$ cat config.mk
export PLATFORM = sky130hd
export DESIGN_NAME = vga_timing_gen
export DESIGN_NICKNAME = d
export VERILOG_FILES = /design/src/rtl/vga_timing_pkg.sv /design/src/rtl/vga_axis_counter.sv /design/src/rtl/vga_timing_gen.sv
export SDC_FILE = /design/constraint.sdc
export NUM_CORES = 1
export LEC_CHECK = 0
export ABC_AREA = 1
export CAP_MARGIN = 30
export CELL_PAD_IN_SITES_DETAIL_PLACEMENT = 0
export CELL_PAD_IN_SITES_GLOBAL_PLACEMENT = 1
export CORE_MARGIN = 2
export CORE_UTILIZATION = 44
export CTS_CLUSTER_DIAMETER = 60
export CTS_CLUSTER_SIZE = 40
export DETAILED_ROUTE_END_ITERATION = 6
export GPL_TIMING_DRIVEN = 0
export PLACE_DENSITY = 0.82
export REMOVE_ABC_BUFFERS = 1
export SLEW_MARGIN = 20
export SYNTH_ARGS = -nofsm -noshare
export SYNTH_HDL_FRONTEND = slang
export SYNTH_SLANG_ARGS = --single-unit
$ cat constraint.sdc
create_clock -name clk -period 4.66 [get_ports clk]
set_clock_uncertainty 0.2 [all_clocks]
set_input_delay 0.466 -clock clk [delete_from_list [all_inputs] [get_ports clk]]
set_output_delay 0.466 -clock clk [all_outputs]
set_load 0.03 [all_outputs]
$ cat src/rtl/vga_timing_pkg.sv
// -----------------------------------------------------------------------------
// vga_timing_pkg
//   Shared definitions for the VGA raster timing generator:
//     - default timing constants for 640x480@60 and 800x600@60
//     - axis_region_e : which part of a line/frame an axis counter is in
//     - total()       : sum of the four segments of one axis
// -----------------------------------------------------------------------------
package vga_timing_pkg;

   // 640x480 @ 60 Hz (25.175 MHz pixel clock)
   localparam int VGA640_H_ACTIVE = 640;
   localparam int VGA640_H_FP     = 16;
   localparam int VGA640_H_SYNC   = 96;
   localparam int VGA640_H_BP     = 48;
   localparam int VGA640_V_ACTIVE = 480;
   localparam int VGA640_V_FP     = 10;
   localparam int VGA640_V_SYNC   = 2;
   localparam int VGA640_V_BP     = 33;

   // 800x600 @ 60 Hz (40 MHz pixel clock, positive syncs)
   localparam int SVGA800_H_ACTIVE = 800;
   localparam int SVGA800_H_FP     = 40;
   localparam int SVGA800_H_SYNC   = 128;
   localparam int SVGA800_H_BP     = 88;
   localparam int SVGA800_V_ACTIVE = 600;
   localparam int SVGA800_V_FP     = 1;
   localparam int SVGA800_V_SYNC   = 4;
   localparam int SVGA800_V_BP     = 23;

   // Segments of one axis, in counting order.
   typedef enum logic [1:0] {
      REG_ACTIVE = 2'd0,
      REG_FP     = 2'd1,
      REG_SYNC   = 2'd2,
      REG_BP     = 2'd3
   } axis_region_e;

   // Number of counts in one full line (or frame, in lines).
   function automatic int total(input int active, input int fp,
                                input int sync, input int bp);
      return active + fp + sync + bp;
   endfunction

endpackage

$ cat src/rtl/vga_axis_counter.sv
// -----------------------------------------------------------------------------
// vga_axis_counter
//   One dimension of the raster: a modulo-TOTAL counter plus decode of the
//   current count into active / sync regions.
// Ports:
//   clk, reset  - clock, asynchronous active-high reset (counter -> 0)
//   en          - advance the counter on this clock edge
//   cnt         - current count, 0..TOTAL-1
//   wrap        - count is TOTAL-1 (next enabled edge returns to 0)
//   active      - count lies in the visible segment
//   sync_on     - count lies in the sync segment (polarity applied by caller)
// -----------------------------------------------------------------------------
module vga_axis_counter
   import vga_timing_pkg::*;
#(
   parameter int ACTIVE  = 640,
   parameter int FP      = 16,
   parameter int SYNC    = 96,
   parameter int BP      = 48,
   parameter int COORD_W = 11
) (
   input  logic               clk,
   input  logic               reset,
   input  logic               en,
   output logic [COORD_W-1:0] cnt,
   output logic               wrap,
   output logic               active,
   output logic               sync_on
);

   localparam int TOTAL = total(ACTIVE, FP, SYNC, BP);

   localparam logic [COORD_W-1:0] LAST = COORD_W'(TOTAL - 1);

   // Segment boundaries are kept one bit wider than the counter so that an
   // end boundary equal to 2**COORD_W does not wrap to zero.
   localparam logic [COORD_W:0] ACTIVE_END = (COORD_W+1)'(ACTIVE);
   localparam logic [COORD_W:0] FP_END     = (COORD_W+1)'(ACTIVE + FP);
   localparam logic [COORD_W:0] SYNC_END   = (COORD_W+1)'(ACTIVE + FP + SYNC);

   logic [COORD_W-1:0] cnt_q;
   logic [COORD_W-1:0] cnt_d;
   logic [COORD_W:0]   cnt_x;
   axis_region_e       region;

   assign cnt_x = {1'b0, cnt_q};
   assign wrap  = (cnt_q == LAST);

   always_comb begin
      cnt_d = cnt_q;
      if (en) begin
         cnt_d = wrap ? '0 : cnt_q + 1'b1;
      end
   end

   always_ff @(posedge clk or posedge reset) begin
      if (reset) begin
         cnt_q <= '0;
      end else begin
         cnt_q <= cnt_d;
      end
   end

   always_comb begin
      region = REG_BP;
      if (cnt_x < ACTIVE_END) begin
         region = REG_ACTIVE;
      end else if (cnt_x < FP_END) begin
         region = REG_FP;
      end else if (cnt_x < SYNC_END) begin
         region = REG_SYNC;
      end
   end

   assign cnt     = cnt_q;
   assign active  = (region == REG_ACTIVE);
   assign sync_on = (region == REG_SYNC);

endmodule

$ cat src/rtl/vga_timing_gen.sv
// -----------------------------------------------------------------------------
// vga_timing_gen
//   Parametrised VGA raster timing generator with pixel clock-enable,
//   programmable sync polarity, line/frame strobes and a look-ahead fetch
//   address that leads the displayed position by LOOKAHEAD pixel counts.
// Ports:
//   clk, reset      - clock, asynchronous active-high reset
//   pix_en          - pixel strobe; timing advances only on edges with pix_en=1
//   h_sync, v_sync  - sync outputs, asserted level H_POL / V_POL
//   display_enable  - registered position is visible
//   column, row     - visible coordinate, 0 while blanked
//   line_start      - one-clock pulse when registered h position is 0
//   frame_start     - one-clock pulse when registered position is (0,0)
//   fetch_valid     - look-ahead position is visible
//   fetch_column/row- look-ahead coordinate, 0 when fetch_valid=0
// All outputs are registered: an enabled edge captures the decode of the
// current counter position, then the counters advance (latency 1 clock).
// -----------------------------------------------------------------------------
module vga_timing_gen
   import vga_timing_pkg::*;
#(
   parameter int H_ACTIVE  = VGA640_H_ACTIVE,
   parameter int H_FP      = VGA640_H_FP,
   parameter int H_SYNC    = VGA640_H_SYNC,
   parameter int H_BP      = VGA640_H_BP,
   parameter bit H_POL     = 1'b0,
   parameter int V_ACTIVE  = VGA640_V_ACTIVE,
   parameter int V_FP      = VGA640_V_FP,
   parameter int V_SYNC    = VGA640_V_SYNC,
   parameter int V_BP      = VGA640_V_BP,
   parameter bit V_POL     = 1'b0,
   parameter int COORD_W   = 11,
   parameter int LOOKAHEAD = 2
) (
   input  logic               clk,
   input  logic               reset,
   input  logic               pix_en,
   output logic               h_sync,
   output logic               v_sync,
   output logic               display_enable,
   output logic [COORD_W-1:0] column,
   output logic [COORD_W-1:0] row,
   output logic               line_start,
   output logic               frame_start,
   output logic               fetch_valid,
   output logic [COORD_W-1:0] fetch_column,
   output logic [COORD_W-1:0] fetch_row
);

   localparam int H_TOTAL = total(H_ACTIVE, H_FP, H_SYNC, H_BP);
   localparam int V_TOTAL = total(V_ACTIVE, V_FP, V_SYNC, V_BP);
   localparam longint MAX_COUNTS = longint'(1) << COORD_W;

   // Parameter sanity: counters must hold a full line/frame and the fetch
   // address may lead by at most the horizontal blanking minus one.
   generate
      if (longint'(H_TOTAL) > MAX_COUNTS) begin : g_h_total_too_big
         $error("vga_timing_gen: H_TOTAL exceeds 2**COORD_W");
      end
      if (longint'(V_TOTAL) > MAX_COUNTS) begin : g_v_total_too_big
         $error("vga_timing_gen: V_TOTAL exceeds 2**COORD_W");
      end
      if (LOOKAHEAD < 0 || LOOKAHEAD > H_FP + H_SYNC + H_BP - 1) begin : g_lookahead_range
         $error("vga_timing_gen: LOOKAHEAD outside 0..H_FP+H_SYNC+H_BP-1");
      end
   endgenerate

   localparam logic [COORD_W:0] H_TOTAL_X   = (COORD_W+1)'(H_TOTAL);
   localparam logic [COORD_W:0] H_ACTIVE_X  = (COORD_W+1)'(H_ACTIVE);
   localparam logic [COORD_W:0] V_ACTIVE_X  = (COORD_W+1)'(V_ACTIVE);
   localparam logic [COORD_W:0] LOOKAHEAD_X = (COORD_W+1)'(LOOKAHEAD);

   // ------------------------------------------------------------------ axes
   logic [COORD_W-1:0] h_cnt;
   logic [COORD_W-1:0] v_cnt;
   logic               h_wrap;
   logic               v_wrap;
   logic               h_active;
   logic               v_active;
   logic               h_sync_on;
   logic               v_sync_on;
   logic               v_en;

   // The vertical counter steps once per line, on the edge where H wraps.
   assign v_en = pix_en & h_wrap;

   vga_axis_counter #(
      .ACTIVE  (H_ACTIVE),
      .FP      (H_FP),
      .SYNC    (H_SYNC),
      .BP      (H_BP),
      .COORD_W (COORD_W)
   ) u_h_axis (
      .clk     (clk),
      .reset   (reset),
      .en      (pix_en),
      .cnt     (h_cnt),
      .wrap    (h_wrap),
      .active  (h_active),
      .sync_on (h_sync_on)
   );

   vga_axis_counter #(
      .ACTIVE  (V_ACTIVE),
      .FP      (V_FP),
      .SYNC    (V_SYNC),
      .BP      (V_BP),
      .COORD_W (COORD_W)
   ) u_v_axis (
      .clk     (clk),
      .reset   (reset),
      .en      (v_en),
      .cnt     (v_cnt),
      .wrap    (v_wrap),
      .active  (v_active),
      .sync_on (v_sync_on)
   );

   // ------------------------------------------------------------ look-ahead
   // fh never exceeds 2*H_TOTAL-2, so one extra bit is enough; a single
   // conditional subtract folds it back into the line and carries into v.
   logic [COORD_W:0]   fh_sum;
   logic [COORD_W:0]   fh;
   logic [COORD_W-1:0] fv;
   logic               f_visible;

   always_comb begin
      fh_sum = {1'b0, h_cnt} + LOOKAHEAD_X;
      fh     = fh_sum;
      fv     = v_cnt;
      if (fh_sum >= H_TOTAL_X) begin
         fh = fh_sum - H_TOTAL_X;
         fv = v_wrap ? '0 : v_cnt + 1'b1;
      end
      f_visible = (fh < H_ACTIVE_X) && ({1'b0, fv} < V_ACTIVE_X);
   end

   // ------------------------------------------------------ output registers
   logic               h_sync_q,         h_sync_d;
   logic               v_sync_q,         v_sync_d;
   logic               display_enable_q, display_enable_d;
   logic [COORD_W-1:0] column_q,         column_d;
   logic [COORD_W-1:0] row_q,            row_d;
   logic               line_start_q,     line_start_d;
   logic               frame_start_q,    frame_start_d;
   logic               fetch_valid_q,    fetch_valid_d;
   logic [COORD_W-1:0] fetch_column_q,   fetch_column_d;
   logic [COORD_W-1:0] fetch_row_q,      fetch_row_d;
   logic               visible;

   assign visible = h_active & v_active;

   always_comb begin
      // Level outputs hold between pixel strobes; strobes last one clock.
      h_sync_d         = h_sync_q;
      v_sync_d         = v_sync_q;
      display_enable_d = display_enable_q;
      column_d         = column_q;
      row_d            = row_q;
      fetch_valid_d    = fetch_valid_q;
      fetch_column_d   = fetch_column_q;
      fetch_row_d      = fetch_row_q;
      line_start_d     = 1'b0;
      frame_start_d    = 1'b0;

      if (pix_en) begin
         h_sync_d         = h_sync_on ? H_POL : ~H_POL;
         v_sync_d         = v_sync_on ? V_POL : ~V_POL;
         display_enable_d = visible;
         column_d         = visible ? h_cnt : '0;
         row_d            = visible ? v_cnt : '0;
         fetch_valid_d    = f_visible;
         fetch_column_d   = f_visible ? fh[COORD_W-1:0] : '0;
         fetch_row_d      = f_visible ? fv : '0;
         line_start_d     = (h_cnt == '0);
         frame_start_d    = (h_cnt == '0) && (v_cnt == '0);
      end
   end

   always_ff @(posedge clk or posedge reset) begin
      if (reset) begin
         h_sync_q         <= ~H_POL;
         v_sync_q         <= ~V_POL;
         display_enable_q <= 1'b0;
         column_q         <= '0;
         row_q            <= '0;
         line_start_q     <= 1'b0;
         frame_start_q    <= 1'b0;
         fetch_valid_q    <= 1'b0;
         fetch_column_q   <= '0;
         fetch_row_q      <= '0;
      end else begin
         h_sync_q         <= h_sync_d;
         v_sync_q         <= v_sync_d;
         display_enable_q <= display_enable_d;
         column_q         <= column_d;
         row_q            <= row_d;
         line_start_q     <= line_start_d;
         frame_start_q    <= frame_start_d;
         fetch_valid_q    <= fetch_valid_d;
         fetch_column_q   <= fetch_column_d;
         fetch_row_q      <= fetch_row_d;
      end
   end

   assign h_sync         = h_sync_q;
   assign v_sync         = v_sync_q;
   assign display_enable = display_enable_q;
   assign column         = column_q;
   assign row            = row_q;
   assign line_start     = line_start_q;
   assign frame_start    = frame_start_q;
   assign fetch_valid    = fetch_valid_q;
   assign fetch_column   = fetch_column_q;
   assign fetch_row      = fetch_row_q;

endmodule
==> results of run 1 <==
==> Yosys cell counts <==
| library cell | n |
|---|---|
| a2111oi_0 | 1 |
| a41oi_1 | 1 |
| nor2_4 | 5 |
| inv_1 | 57 |
| dfrtp_1 | 70 |
| clkinv_1 | 1 |
| buf_6 | 5 |
| nand3_2 | 2 |
| buf_4 | 3 |
| nand2_4 | 2 |
| buf_2 | 4 |
| nor2_8 | 1 |
| and3_1 | 1 |
| o21ai_1 | 4 |
| o21bai_1 | 2 |
| nor4_1 | 3 |
| a21oi_1 | 5 |
| xor2_1 | 10 |
| inv_2 | 1 |
| clkbuf_1 | 9 |
| ha_1 | 8 |
| nor3_1 | 5 |
| nand2_2 | 9 |
| nor2_1 | 36 |
| dfstp_2 | 2 |
| a211oi_1 | 1 |
| buf_1 | 1 |
| a221oi_1 | 1 |
| nand2_1 | 139 |
| o21ai_0 | 48 |
| nand4_1 | 28 |
| xnor2_1 | 1 |
| a21boi_1 | 1 |
| nor2_2 | 1 |
| nand3_1 | 19 |
| nand3b_1 | 2 |
==> final cells by class <==
| class | count | share of cell area |
|---|---|---|
| Clock inverter | 5 | 0.0172 |
| Multi-Input combinational cell | 336 | 0.368 |
| Timing Repair Buffer | 54 | 0.119 |
| Sequential cell | 72 | 0.388 |
| Clock buffer | 11 | 0.0304 |
| Tap cell | 108 | 0.0291 |
| Inverter | 59 | 0.0484 |
==> final timing paths <==
path,end
worst min register to register,fetch_column[5]
worst max-delay path,u_v_axis.cnt[8]
worst min-delay path,fetch_column[5]
max in group asynchronous,fetch_column[0]
worst max register to register,fetch_column[3]
min in group asynchronous,fetch_row[5]
==> report_power, final <==
group / switching, uW / leakage (uW) / internal [uW]
sequential: 88.8 / 0.000937 / 693
clock: 240 / 0.000106 / 315
combinational: 376 / 0.00123 / 191
==> metrics by stage <==
step	utilization	std cells	power (uW)	setup WS [ps]	hold WS [ps]
global placement	0.509	627	1350	85.2	264
detailed placement	0.511	628	1360	725	268
global route	0.538	645	2030	763	313
CTS	0.537	644	1920	1080	289
floorplan	-	467	1170	1880	274
finish	0.538	645	1900	1130	279
==> critical path: cells and delay by family <==
| family | cells | cell delay [ps] |
|---|---|---|
| AOI/OAI and AO/OA | 1 | 290 |
| buffers and inverters | 3 | 2190 |
| and+or+nand+nor | 1 | 620 |
==> state kept, by name, summed over array words and instances (netlist names) <==
signal / count
column: 11
display_enable: 1
fetch_column: 11
fetch_row: 11
fetch_valid: 1
frame_start: 1
h_sync: 1
line_start: 1
row: 11
u_h_axis.cnt: 11
u_v_axis.cnt: 11
v_sync: 1
==> cell families (layout without fill, tap and decap cells) <==
logic type      after synthesis  in the layout  share of synthesized area
fa+ha+maj                     8              8                     0.0258
flops                        72             72                      0.466
simple gates                253            253                      0.303
compound gates               64             64                     0.0882
xor+xnor                     11             11                     0.0249
buf+inv                      81            129                     0.0924
==> per-layer routing <==
metal / up-vias / share of wire / wire [microns]
met2: 85 / 0.42 / 3710
li1: 1655 / - / -
met1: 1490 / 0.53 / 4640
met5: - / 0 / 0
met3: 10 / 0.042 / 368
met4: 0 / 0.013 / 118
==> placed cells by master, fill, tap and decap left out, types with 3 or more instances in the layout <==
cell | synthesis | final
nand4_1 | 28 | 28
a21oi_1 | 5 | 5
o21ai_0 | 48 | 48
nor2_4 | 5 | 5
ha_1 | 8 | 8
nand2_1 | 139 | 139
clkbuf_8 | 0 | 10
dfrtp_1 | 70 | 70
inv_1 | 57 | 56
nand2_2 | 9 | 9
clkdlybuf4s50_1 | 0 | 52
o21ai_1 | 4 | 4
nor3_1 | 5 | 5
nor4_1 | 3 | 3
nand3_1 | 19 | 19
nor2_1 | 36 | 36
xor2_1 | 10 | 10
==> run summary, run 1 <==
outcome: finished clean
period utilization: 0.758
CTS root buf: clkbuf_8
routed len/inst: 13.7 microns
row cnt: 34
clk sinks: 72
worst-path cell chain: clkdlybuf4s50_1, clkinv_2, nor2_1, inv_1, o21ai_0
Fin. Hold Viols: 0
max_cap viols: 0
Ys Warns: 0
post-CTS setup buffers: 0
die span in x: 97.8 microns
# H-tree levels: 3
Synth top area share: 0.452
Worst setup SP type: input pin
Reg2Reg Depth: 18
FF-to-FF setup slack: 1140 ps
Synth area leader: dfrtp_1
hold path cells: 2
grt ovf: 0
first-pass GRT wire length: 15400 microns
Slew headroom: 0.444
post-synthesis instance total: 489
layout cell share with drive strength beyond 1: 0.0782
initial DRC count: 173
DP HPWL: 6310 microns
Top Usage Layer GRT: met1
Mean Syn Cell Area: 7.92 sq um
worst slew pin tran: 832 ps
Syn-to-layout area delta: 20.0%
FF+latch count, synth: 72
Multi-input gate area: 1710 sq um
Finished Cell Area: 4650 sq um
Setup TNS: 0 ps
pwr/cell area: 410 nW/um^2
Reg area: 1800 sq um
HP Class: reg -> reg
die height: 97.8 microns
die area: 9570 sq um
pin count of the biggest net entering global routing: 44
WP data arrival: 3580 ps
Crit Path Max Fanout: 43
grt met1 use: 0.314
fin. max-slew vios: 0
Clk Latency, worst-skew pair: 350 ps
dpl cell area: 4420 sq um
post-synthesis sequential area ratio: 0.466
CTS resizes: 0
Slowest cell on crit path: clkdlybuf4s50_1
Crit path required time: 4710 ps
# port buffers: 52
initial antenna violation count: 0
CTS tree: yes
drt first pass iters: 5
M2 GR Usage: 0.276
slowest stage delay, CP: 1010 ps
Core ar.: 8640 sq um
crit path from: pix_en
Avg Vias per Cell: 5.02
Clock Pin Slew Worst Setup and Hold Paths: 70 ps
final WL: 8840 microns
Peak supply drop: 177 uV
Area contributors post-synth: dfrtp_1 (45%), nand2_1 (13%), o21ai_0 (6.2%)
total global-route track usage: 0.197
# diodes: 0
# setup viols final: 0
Distinct cells, synth: 36
worst hold start: fetch_column[5]
critical path class: in -> reg
final worst path period need: 3530 ps
Leak Pwr: 0.00227 uW
Antenna Nets Post-Route: 0
Hold Buf Count CTS: 0
CTS Buf Count: 9
vias in the first global route: 3041
RSZ-0062 raised after global routing: false
cell area after synthesis: 3870 sq um
filler cell count: 844
GP Congestion: 0.898
initial core utilization: 0.449
CP endpoint kind: flip-flop
# DRC: 0
worst r2r src: u_h_axis.cnt[2]
Final nets: 543
Via Count: 3240
I/O pin cnt: 53
CTS max path bufs: 2
GR Util met3: 0.0251
fmax: 283 MHz
(Power assumes the default switching activity.)
==> run 2, diff against run 1 <==
--- a/config.mk
+++ b/config.mk
@@ -10,12 +10,12 @@
 export CELL_PAD_IN_SITES_DETAIL_PLACEMENT = 0
 export CELL_PAD_IN_SITES_GLOBAL_PLACEMENT = 1
 export CORE_MARGIN = 2
-export CORE_UTILIZATION = 44
+export CORE_UTILIZATION = 41
 export CTS_CLUSTER_DIAMETER = 60
 export CTS_CLUSTER_SIZE = 40
 export DETAILED_ROUTE_END_ITERATION = 6
 export GPL_TIMING_DRIVEN = 0
-export PLACE_DENSITY = 0.82
+export PLACE_DENSITY = 0.77
 export REMOVE_ABC_BUFFERS = 1
 export SLEW_MARGIN = 20
 export SYNTH_ARGS = -nofsm -noshare
==> constraint.sdc (replaced) <==
create_clock -name clk -period 3.6 [get_ports clk]
set_clock_uncertainty 0.2 [all_clocks]
set_input_delay 0.36 -clock clk [delete_from_list [all_inputs] [get_ports clk]]
set_output_delay 0.36 -clock clk [all_outputs]
set_load 0.03 [all_outputs]
==> run 2 against run 1 <==
  * Core utilization shrank 3.2 points
  * Clock power grew 20%
  * Sequential cell count is the same
  * Critical endpoint is now fetch_row[2]
  * Largest power group unchanged
==> run summary, run 2 (synthesized netlist as in run 1, its figures left out) <==
pin count of the biggest net entering global routing: 48 (+9.1%)
Crit Path Max Fanout: 20 (-53%)
vias in the first global route: 3113 (+2.4%)
die height: 101 microns (+3.4%)
CTS tree: yes
HP Class: in -> async
Finished Layout Cells: 648 (+0.47%)
first-pass GRT wire length: 15900 microns (+3.1%)
fin. max-slew vios: 0 (unchanged)
initial DRC count: 173 (unchanged)
# H-tree levels: 3 (unchanged)
commonest non-fill, non-tap cells in the layout: nand2_1 (137), dfrtp_1 (70), inv_1 (56), clkdlybuf4s50_1 (52), o21ai_0 (48)
Min Hold Slack: 140 ps (-139 ps)
Final nets: 543 (unchanged)
fmax: 315 MHz
Leak Pwr: 0.00228 uW (+0.31%)
CTS root buf: clkbuf_8
DP HPWL: 6580 microns (+4.3%)
routed len/inst: 14.3 microns (+4.5%)
critical path class: reg -> reg
row cnt: 35 (+2.9%)
Avg Vias per Cell: 5.01 (-0.25%)
FF-to-FF setup slack: 430 ps (-710 ps)
Setup TNS: 0 ps (unchanged)
die area: 10200 sq um (+7.0%)
Crit path required time: 3680 ps (-1030 ps)
final core occ: 0.507 (-0.0317)
WP data arrival: 3250 ps (-330 ps)
Total Power: 2420 uW (+27%)
most common cell after layout, fill and taps aside: nand2_1
# port buffers: 52 (unchanged)
Fin. Hold Viols: 0 (unchanged)
initial antenna violation count: 0 (unchanged)
# setup viols final: 0 (unchanged)
Syn-to-layout area delta: 20.3%
Slew headroom: 0.450 (+0.00670)
post-CTS setup buffers: 0 (unchanged)
Core ar.: 9200 sq um (+6.5%)
grt ovf: 0 (unchanged)
Via Count: 3247 (+0.22%)
clk sinks: 72 (unchanged)
period utilization: 0.882
final WL: 9280 microns (+5.0%)
GP Congestion: 0.861 (-4.1%)
# diodes: 0 (unchanged)
# DRC: 0 (unchanged)
pwr/cell area: 519 nW/um^2 (+27%)
layout cell share with drive strength beyond 1: 0.0857 (+0.00745)
Worst setup SP type: flip-flop
initial core utilization: 0.421 (-0.0273)
filler cell count: 935 (+11%)
die span in x: 101 microns (+3.4%)
I/O pin cnt: 53 (unchanged)
drt first pass iters: 4 (-1)
final worst path period need: 3170 ps
RSZ-0062 raised after global routing: false
Antenna Nets Post-Route: 0 (unchanged)
total global-route track usage: 0.196 (-0.00124)
Clk Latency, worst-skew pair: 340 ps (about the same)
CP endpoint kind: flip-flop
CTS max path bufs: 2 (unchanged)
outcome: finished clean
CTS Buf Count: 9 (unchanged)
Clock Pin Slew Worst Setup and Hold Paths: 80 ps (about the same)
max_cap viols: 0 (unchanged)
worst slew pin tran: 822 ps (-10.0 ps)
Peak supply drop: 180 uV (+1.4%)
Placed Cells: 631 (+0.48%)
run 2: cell count changes in the layout (fill, tap and decap cells not counted), sizes merged:
cell,before,now
inv,58,59
bufinv,2,1
run 2: power breakdown:
| part | switching, uW | internal, uW | total [uW] |
|---|---|---|---|
| sequential | 116 | 897 | 1010 |
| clock | 309 | 356 | 665 |
| combinational | 491 | 251 | 743 |
run 2: worst max-delay path: stages, from the launching register on:
cell and delay [ps]:
dfrtp_1 470, ha_2 270, inv_1 70, o21ai_0 160, nand2_1 190, inv_1 100
ha_1 140, nand3_1 70, nor2_1 110, nand2_1 60, nor2_1 170, nand2_2 90
nand2_4 90, nor2_8 80, nand2_1 60, nand3_1 110, nor2_4 390, nand4_1 170
nand2_1 80
run 2: worst paths after layout:
check / endpoint / start / cells after the start
worst max-delay path: fetch_row[2] / u_h_axis.cnt[2] / 18
worst min-delay path: column[2] / reset / 2
worst max register to register: fetch_row[2] / u_h_axis.cnt[2] / 18
worst min register to register: fetch_row[3] / fetch_row[3] / 2
max in group asynchronous: row[1] / reset / 3
min in group clk: fetch_row[3] / fetch_row[3] / 2
run 2: stage by stage:
step | area [sq um] | worst slack [ps]
finish | 4660 | 426
global placement | 4400 | -967
detailed placement | 4430 | -263
CTS | 4630 | 57.8
global route | 4660 | 49.2
floorplan | 3740 | 816
run 2: repair_timing:
| action | 4_1_cts | 5_1_grt |
|---|---|---|
| resized for setup | 0 | 5 |
| setup endpoints to repair | 0 | 33 |
| hold endpoints to repair | 0 | 0 |
| hold buffers | 0 | 0 |
run 2: routing by layer:
| layer | up-vias | global-route usage | routed length, microns |
|---|---|---|---|
| met5 | - | 0 | 0 |
| met4 | 0 | 0.0707 | 118 |
| met3 | 8 | 0.0248 | 444 |
| met2 | 84 | 0.270 | 3850 |
| met1 | 1500 | 0.312 | 4870 |
| li1 | 1655 | - | - |
run 2: layout make-up:
type / instances / area, sq um / area share
clock buffer: 11 / 151 / 0.0325
clock inverter: 5 / 55.1 / 0.0118
inverter: 59 / 226 / 0.0486
multi-input combinational: 336 / 1720 / 0.370
sequential: 72 / 1800 / 0.387
tap: 111 / 139 / 0.0298
timing repair buffer: 54 / 559 / 0.120
==> run 3, diff against run 2 <==
--- a/config.mk
+++ b/config.mk
@@ -9,7 +9,7 @@
 export CAP_MARGIN = 30
 export CELL_PAD_IN_SITES_DETAIL_PLACEMENT = 0
 export CELL_PAD_IN_SITES_GLOBAL_PLACEMENT = 1
-export CORE_MARGIN = 2
+export CORE_MARGIN = 1
 export CORE_UTILIZATION = 41
 export CTS_CLUSTER_DIAMETER = 60
 export CTS_CLUSTER_SIZE = 40
==> run 3 against run 2 <==
  * The run now ends with DRC left
  * Cell count is 0.15% lower
  * Sequential cell count is the same
  * Core utilization grew 0.11 points
  * Register-to-register slack worse by 70 ps
  * Non-clock buffer count stayed put
  * Sequential power is essentially flat
  * Largest power group unchanged
  * Worst setup slack got worse by 68 ps
==> run summary, run 3 (synthesized netlist as in run 1, its figures left out) <==
row cnt: 35 (unchanged)
slowest stage delay, CP: 470 ps (about the same)
Crit path required time: 3690 ps (about the same)
worst slew pin tran: 817 ps (-4.76 ps)
Crit Path Max Fanout: 20 (unchanged)
met1 WL: 4920 microns (+1.2%)
Slowest cell on crit path: dfrtp_1
FF-to-FF setup slack: 360 ps (-70 ps)
GP Congestion: 0.900 (+4.6%)
Syn-to-layout area delta: 20.5%
RSZ-0062 raised after global routing: false
layout cell share with drive strength beyond 1: 0.0821 (-0.00357)
drt first pass iters: 6 (+2)
I/O pin cnt: 53 (unchanged)
Final nets: 543 (unchanged)
Setup TNS: 0 ps (unchanged)
fin. max-slew vios: 0 (unchanged)
fmax: 308 MHz (-2.1%)
grt ovf: 0 (unchanged)
Core ar.: 9200 sq um (unchanged)
# diodes: 0 (unchanged)
Slew headroom: 0.454 (+0.00318)
post-CTS setup buffers: 0 (unchanged)
die area: 9840 sq um (-3.9%)
die span in x: 99.2 microns (-2.0%)
pin count of the biggest net entering global routing: 46 (-4.2%)
CTS Buf Count: 9 (unchanged)
die height: 99.2 microns (-2.0%)
CP dominant cell by count: nand2_1
# H-tree levels: 3 (unchanged)
Leak Pwr: 0.00229 uW (+0.38%)
top routing layer in use: met4
Avg Vias per Cell: 5.11 (+2.0%)
Worst setup SP type: flip-flop
Antenna Nets Post-Route: 0 (unchanged)
routed len/inst: 14.3 microns (about the same)
initial antenna violation count: 0 (unchanged)
commonest non-fill, non-tap cells in the layout: nand2_1 (137), dfrtp_1 (70), inv_1 (56), clkdlybuf4s50_1 (52), o21ai_0 (48)
WP data arrival: 3340 ps (+90 ps)
CTS root buf: clkbuf_8
clk sinks: 72 (unchanged)
most common cell after layout, fill and taps aside: nand2_1
Met3 Wirelength: 311 microns (-30%)
violated checks: DRC
worst-path cell chain: ha_1, inv_1, o21ai_0, nand2_1, inv_1, ha_1, nand3_1, nor2_1, nand2_1, nor2_1, nand2_2, nand2_4, nor2_8, nand2_1, nand3_1, nor2_4, nand4_1, nand2_1
outcome: finished with violations
Min Hold Slack: 138 ps (-2.43 ps)
vias in the first global route: 3106 (-0.22%)
DP HPWL: 6500 microns (-1.2%)
HP Class: in -> async
total global-route track usage: 0.206 (+0.00992)
Clk Latency, worst-skew pair: 350 ps (about the same)
final worst path period need: 3240 ps (+68.2 ps)
# DRC: 1 (+1)
Via Count: 3306 (+1.8%)
CTS max path bufs: 2 (unchanged)
critical path class: reg -> reg
CTS tree: yes
period utilization: 0.901 (+0.0190)
final WL: 9260 microns (-0.23%)
Fin. Hold Viols: 0 (unchanged)
# port buffers: 52 (unchanged)
DR WL met2: 3890 microns (+1.2%)
Clock Pin Slew Worst Setup and Hold Paths: 80 ps (about the same)
pwr/cell area: 531 nW/um^2 (+2.2%)
initial core utilization: 0.421 (unchanged)
max_cap viols: 0 (unchanged)
Peak supply drop: 218 uV (+22%)
CP endpoint kind: flip-flop
initial DRC count: 134 (-23%)
first-pass GRT wire length: 15900 microns (+0.13%)
# setup viols final: 0 (unchanged)
## run 3: cell count changes in the layout (fill, tap and decap cells not counted)
cell / delta
clkinv_2: -1
clkbuf_8: -1
ha_2: -1
clkinvlp_4: -1
clkinv_4: +1
ha_1: +1
bufinv_16: +1
## run 3: layer usage
metal  vias up  track usage
li1       1656            -
met1      1562        0.312
met2        77        0.299
met3        11       0.0309
met4         0       0.0713
met5         -            0
## run 3: power by group
part,switching (uW),internal [uW]
Clock,318,405
Combinational,491,250
Sequential,118,897
## run 3: through the flow
stage | cell area [sq um] | power, uW | worst slack [ps] | instances | utilization
finish | 4670 | 2480 | 358 | 647 | 0.508
global route | 4670 | 2640 | 43.6 | 647 | 0.508
CTS | 4650 | 2490 | 79.5 | 646 | 0.505
detailed placement | 4430 | 1760 | -270 | 631 | 0.481
global placement | 4400 | 1750 | -980 | 630 | 0.478
floorplan | 3740 | 1520 | 816 | 467 | -
## run 3: final cells by class
cell class                      instances  area, sq um
Timing Repair Buffer                   54          559
Fill cell                             964         4530
Clock inverter                          5         81.3
Tap cell                              111          139
Multi-Input combinational cell        336         1720
Sequential cell                        72         1800
Inverter                               59          226
Clock buffer                           10          138
## run 3: path summary, 6_finish.rpt
path	start	endpoint	cells after the start
worst max-delay path	u_h_axis.cnt[2]	fetch_column[2]	18
worst min-delay path	reset	column[10]	2
worst max register to register	u_h_axis.cnt[2]	fetch_column[2]	18
worst min register to register	fetch_row[5]	fetch_row[5]	2
max in group asynchronous	reset	v_sync	3
min in group clk	fetch_row[5]	fetch_row[5]	2
## run 3: repair_timing
item | in CTS | in global routing
setup endpoints to repair | 0 | 33
endpoints found under the hold margin | 0 | 0
hold buffers | 0 | 0
gates resized for setup | 0 | 4
## run 3: worst max-delay path: cells and delay by family, from the launching register on
| kind | cells | cell delay, ps |
|---|---|---|
| AND/OR/NAND/NOR | 13 | 1730 |
| AO/OA/AOI/OAI | 1 | 170 |
| flip-flops | 1 | 470 |
| buffers and inverters | 2 | 180 |
| adder cells (fa/ha/maj) | 2 | 420 |
